===== src/rtl/player_render_ctrl.sv =====
// Player tile renderer: erases the previously drawn tile and draws the current one
// (body plus direction marker) through the arbitrated VGA pixel-write port.
module player_render_ctrl #(
  parameter int         TILE_PX     = 8,
  parameter int         X_OFFSET    = 0,
  parameter int         Y_OFFSET    = 0,
  parameter logic [8:0] BG_COLOR    = 9'h000,
  parameter logic [8:0] BODY_COLOR  = 9'h1C0,
  parameter logic [8:0] ARROW_COLOR = 9'h1FF
) (
  input  logic       CLOCK_50,
  input  logic       reset,
  input  logic [4:0] x_position,
  input  logic [4:0] y_position,
  input  logic [1:0] dir,
  input  logic       grant,
  output logic       req,
  output logic [9:0] vga_x,
  output logic [8:0] vga_y,
  output logic [8:0] vga_color,
  output logic       vga_write,
  output logic       busy,
  output logic       render_done
);

  localparam int              CW     = $clog2(TILE_PX);
  localparam logic [CW-1:0]   LAST_C = CW'(TILE_PX - 1);
  localparam logic [CW-1:0]   MID_C  = CW'(TILE_PX / 2);

  typedef enum logic [1:0] {
    IDLE  = 2'd0,
    ERASE = 2'd1,
    DRAW  = 2'd2,
    DONE  = 2'd3
  } state_t;

  state_t        state_r, state_s;
  logic          shadow_valid_r;
  logic [4:0]    sx_r, sy_r, tx_r, ty_r;
  logic [1:0]    sdir_r, tdir_r;
  logic [CW-1:0] px_r, py_r;

  logic          pos_diff_s, dir_diff_s, start_s, tile_last_s, marker_s;
  logic [4:0]    tile_x_s, tile_y_s;

  assign pos_diff_s  = (x_position != sx_r) || (y_position != sy_r);
  assign dir_diff_s  = (dir != sdir_r);
  assign start_s     = !shadow_valid_r || pos_diff_s || dir_diff_s;
  assign tile_last_s = (px_r == LAST_C) && (py_r == LAST_C);
  assign tile_x_s    = (state_r == ERASE) ? sx_r : tx_r;
  assign tile_y_s    = (state_r == ERASE) ? sy_r : ty_r;

  // State register
  always_ff @(posedge CLOCK_50) begin
    if (reset) begin
      state_r <= IDLE;
    end else begin
      state_r <= state_s;
    end
  end

  // Next-state logic; the erase pass is skipped when only the facing changed
  always_comb begin
    state_s = state_r;
    case (state_r)
      IDLE: begin
        if (!shadow_valid_r) begin
          state_s = DRAW;
        end else if (pos_diff_s) begin
          state_s = ERASE;
        end else if (dir_diff_s) begin
          state_s = DRAW;
        end else begin
          state_s = IDLE;
        end
      end
      ERASE: begin
        if (grant && tile_last_s) begin
          state_s = DRAW;
        end else begin
          state_s = ERASE;
        end
      end
      DRAW: begin
        if (grant && tile_last_s) begin
          state_s = DONE;
        end else begin
          state_s = DRAW;
        end
      end
      DONE:    state_s = IDLE;
      default: state_s = IDLE;
    endcase
  end

  // Target latch, raster counters (advance only on granted writes) and shadow update
  always_ff @(posedge CLOCK_50) begin
    if (reset) begin
      shadow_valid_r <= 1'b0;
      sx_r   <= 5'd0;
      sy_r   <= 5'd0;
      sdir_r <= 2'd0;
      tx_r   <= 5'd0;
      ty_r   <= 5'd0;
      tdir_r <= 2'd0;
      px_r   <= '0;
      py_r   <= '0;
    end else begin
      case (state_r)
        IDLE: begin
          px_r <= '0;
          py_r <= '0;
          if (start_s) begin
            tx_r   <= x_position;
            ty_r   <= y_position;
            tdir_r <= dir;
          end
        end
        ERASE, DRAW: begin
          if (grant) begin
            if (px_r == LAST_C) begin
              px_r <= '0;
              py_r <= (py_r == LAST_C) ? '0 : py_r + 1'b1;
            end else begin
              px_r <= px_r + 1'b1;
            end
          end
        end
        DONE: begin
          sx_r           <= tx_r;
          sy_r           <= ty_r;
          sdir_r         <= tdir_r;
          shadow_valid_r <= 1'b1;
        end
        default: begin
          px_r <= '0;
          py_r <= '0;
        end
      endcase
    end
  end

  // Direction marker: a ray from the tile centre toward the facing side
  always_comb begin
    marker_s = 1'b0;
    case (tdir_r)
      2'b00:   marker_s = (py_r == MID_C) && (px_r >= MID_C);
      2'b01:   marker_s = (px_r == MID_C) && (py_r <= MID_C);
      2'b10:   marker_s = (py_r == MID_C) && (px_r <= MID_C);
      2'b11:   marker_s = (px_r == MID_C) && (py_r >= MID_C);
      default: marker_s = 1'b0;
    endcase
  end

  // Pixel port and status outputs
  always_comb begin
    req         = 1'b0;
    vga_write   = 1'b0;
    vga_x       = 10'd0;
    vga_y       = 9'd0;
    vga_color   = 9'd0;
    render_done = 1'b0;
    busy        = 1'b0;
    case (state_r)
      ERASE, DRAW: begin
        req       = 1'b1;
        vga_write = grant;
        vga_x     = 10'(X_OFFSET) + 10'(tile_x_s) * 10'(TILE_PX) + 10'(px_r);
        vga_y     = 9'(Y_OFFSET) + 9'(tile_y_s) * 9'(TILE_PX) + 9'(py_r);
        if (state_r == ERASE) begin
          vga_color = BG_COLOR;
        end else if (marker_s) begin
          vga_color = ARROW_COLOR;
        end else begin
          vga_color = BODY_COLOR;
        end
      end
      DONE:    render_done = 1'b1;
      IDLE:    render_done = 1'b0;
      default: render_done = 1'b0;
    endcase
    if (state_r != IDLE) begin
      busy = 1'b1;
    end else begin
      busy = 1'b0;
    end
  end

endmodule

===== config.mk =====
export PLATFORM = sky130hd
export DESIGN_NAME = player_render_ctrl
export DESIGN_NICKNAME = d
export VERILOG_FILES = /design/src/rtl/player_render_ctrl.sv
export SDC_FILE = /design/constraint.sdc
export NUM_CORES = 1
export LEC_CHECK = 0
export ABC_AREA = 1
export CORE_UTILIZATION = 25
export CTS_BUF_LIST = sky130_fd_sc_hd__clkbuf_2
export DETAILED_ROUTE_END_ITERATION = 10
export SLEW_MARGIN = 20
export SYNTH_ARGS = -nofsm -noshare
export SYNTH_HDL_FRONTEND = slang
export SYNTH_SLANG_ARGS = --single-unit

===== constraint.sdc =====
create_clock -name CLOCK_50 -period 2 [get_ports CLOCK_50]
set_input_delay 0.3 -clock CLOCK_50 [delete_from_list [all_inputs] [get_ports CLOCK_50]]
set_output_delay 0.3 -clock CLOCK_50 [all_outputs]
set_load 0.02 [all_outputs]

==> flow_metrics.tcl <==
set metrics [dict create \
    start_util_pct 25.99 \
    cts_hold_buf 0 \
    grt_max_degree 26 \
    met1_usage_pct 15.61 \
    synth.avg_cell_area_um2 6.903 \
    wl_per_cell_um 11.02 \
    fp.dieW_um 92.10 \
    design.core.area_um2 7807 \
    top_usage_layer "met2" \
    vdd_drop_max_mv 0.3936 \
    critPathMaxStageDelay_ns 0.35 \
    switching_share_pct 46.75 \
    synth_cells 294 \
    met3_usage_pct 3.234 \
    drtIter0Drc 54 \
    crit_path_frequent_cell "buf_6" \
    cts_buffers 5 \
    p_total_w 0.003808 \
    multi_input_area_um2 1130 \
    setup_viol 6 \
    synth_seq_area_share_pct 32.55 \
    place_congestion 0.8000 \
    htreeDepth 2 \
    ys_types 27 \
    ff_latch_area_um2 666.9 \
    crit_buf_inv 4 \
    power_density_nw_per_um2 1403 \
    crit_fanout 6 \
    setup.worst_path.end_class "primary output" \
    crit_family "buffers and inverters" \
    nFillCells 858 \
    fin_ws_ns -0.06141 \
    fin_area_um2 2714 \
    clkPwrFrac_pct 8.0 \
    hold_class "register to register" \
    grt_pass1_wl_mm 8.121 \
    fmax_mhz 485.1 \
    clkSinkCount 33 \
    antenna_left 0 \
    numPortBuffers 43 \
    rows 32 \
    slew_violations 0 \
    ys.flop_type "dfxtp_1" \
    use_met2_pct 19.47 \
    clk_pin_slew_worst_paths_ns 0.17 \
    place_area_um2 2636 \
    start_kind "register" \
    cts_tree "built" \
    wl_mm 4.960 \
    async_flop_share_pct 0 \
    area_delta_synth_final_pct 33.72 \
    ys_ff_latch 33 \
    p_comb_share_pct 65.3 \
    vias 1896 \
    avgViaCountPerCell 4.213 \
    path_cells "inv_1, ha_4, buf_4, nand2_2, a2111oi_4, buf_6, buf_6" \
    die_h_um 92.10 \
    slowest_stage "dfxtp_1" \
    fp.dieArea_um2 8482 \
    drive_above_1_share_pct 31.03 \
    hold_viol_final 0 \
    power_switching_w 0.001780 \
    cts_max_path_buffers 2 \
    p_int_w 0.002028 \
    drt-pass1-iter-count 4 \
    power_frac_seq_pct 26.7 \
    synthesis.area_um2 2029 \
    rsz0062_at_grt "true" \
    p_leak_nw 1.307 \
    fin_nets 373 \
    cap_viol_max_count 0 \
    period_minus_slack_ns 2.061 \
    dp_hpwl_mm 3.586 \
    required_ns 1.70 \
    crit_arrival_ns 1.76 \
    drc 0 \
    yosys_warnings 0 \
    finalClockSkew_ns 0.01360 \
    status "finished with violations" \
    synth_edf_count 0 \
    violations "negative setup slack" \
    antenna_cells 0 \
    antenna_found_initial 0 \
    grt_usage_pct 12.12 \
    post-route-period-util_pct 103.1 \
    overflow 0 \
    io_pins 47 \
    root_buffer "clkbuf_2" \
    critPathKind "register to primary output" \
    grt_pass1_vias 1785 \
    clk-insertion-delay-late_ns 0.37 \
]
path summary, 6_finish.rpt:
check / startpoint / end / slack [ns] / depth (start not counted)
min: shadow_valid_r$_SDFFE_PP0P_ / shadow_valid_r$_SDFFE_PP0P_ / 0.48 / 2
max: px_r[1]$_SDFFE_PP0P_ / vga_color[3] / -0.06 / 7
max reg2reg: state_r[1]$_SDFF_PP0_ / py_r[2]$_SDFFE_PP0P_ / 0.19 / 11
min reg2reg: shadow_valid_r$_SDFFE_PP0P_ / shadow_valid_r$_SDFFE_PP0P_ / 0.48 / 2
per-layer routing:
metal,vias up,share of wire [%]
met1,850,47
met3,2,3.7
li1,1013,-
met2,31,49
met4,0,0.58
met5,-,0
placed cells by master, fill, tap and decap left out, drive strengths merged:
cell / n
clkinv: 2
nand3: 19
xor2: 2
a2111oi: 1
or2: 1
clkbuf: 8
inv: 45
xnor2: 2
o22ai: 1
nor2: 38
clkdlybuf4s50: 14
nand2: 58
dfxtp: 33
o21ai: 29
conb: 3
o21bai: 1
a21oi: 30
ha: 10
dlygate4sd2: 5
buf: 46
power groups by stage:
stage | Combinational (W) | Sequential, W | Clock [W]
after floorplan | 0.00150 | 0.000992 | 0
after detailed placement | 0.00241 | 0.00101 | 0
after global routing | 0.00275 | 0.00105 | 0.000349
after global placement | 0.00240 | 0.00100 | 0
final | 0.00249 | 0.00102 | 0.000303
after CTS | 0.00232 | 0.00101 | 0.000318
worst min-delay path: cells and delay by family, from the launching register on:
kind                   cells  cell delay (ns)
DFF                        1             0.34
buffers and inverters      1             0.06
AOI/OAI and AO/OA          1             0.06
synthesized netlist by cell type, types with 2 or more instances:
master,n,area (um^2)
inv_2,7,26.28
o21ai_0,29,145.1
ha_1,10,125.1
buf_4,11,82.58
inv_1,38,142.6
nand3_1,8,40.04
xnor2_1,2,17.52
buf_6,3,33.78
dfxtp_1,33,660.6
nand3_2,11,110.1
xor2_1,2,17.52
nand2_1,56,210.2
clkbuf_1,6,22.52
nor2_2,13,81.33
nor2_1,24,90.09
a21oi_1,30,150.1
timing repair:
item | in CTS | in global routing
pin swaps | 2 | 7
buffers inserted | 2 | 1
endpoints found under the setup margin | 31 | 28
gates resized for setup | 117 | 44
cell families after synthesis:
family / synth area share (%)
and+or+nand+nor: 27.93
buffers and inverters: 15.78
AOI/OAI and AO/OA: 15.66
DFF: 32.55
adders and majority gates: 6.165
xor gates and xnor gates: 1.727
other: 0.1848
registers in the layout, indices dropped and copies added, names as in the netlist, 3 cells and up:
name and flops:
sx_r 5, sy_r 5, tx_r 5, ty_r 5, px_r 3, py_r 3
per-stage QoR:
| step | std cells | hold slack, ns | setup WS, ns | setup TNS (ns) | util [%] |
|---|---|---|---|---|---|
| final | 450 | 0.4807 | -0.06141 | -0.3604 | 34.76 |
| after global routing | 450 | 0.5125 | -0.1779 | -1.056 | 34.76 |
| after CTS | 449 | 0.4843 | -0.06933 | -0.3004 | 33.77 |
| after detailed placement | 440 | 0.4626 | -0.2542 | -1.950 | 33.77 |
| after global placement | 440 | 0.4524 | -0.1860 | -1.311 | 33.77 |
| after floorplan | 296 | 0.3691 | 0.03472 | 0 | - |
cell type report:
class	count	share of cell area, %
clock inverter	1	0.1383
inverter	46	6.362
clock buffer	6	1.107
sequential	33	24.57
tap	102	4.703
multi-input combinational	195	41.63
timing repair buffer	67	21.48
No activity file was read; power rests on OpenSTA's default activity.
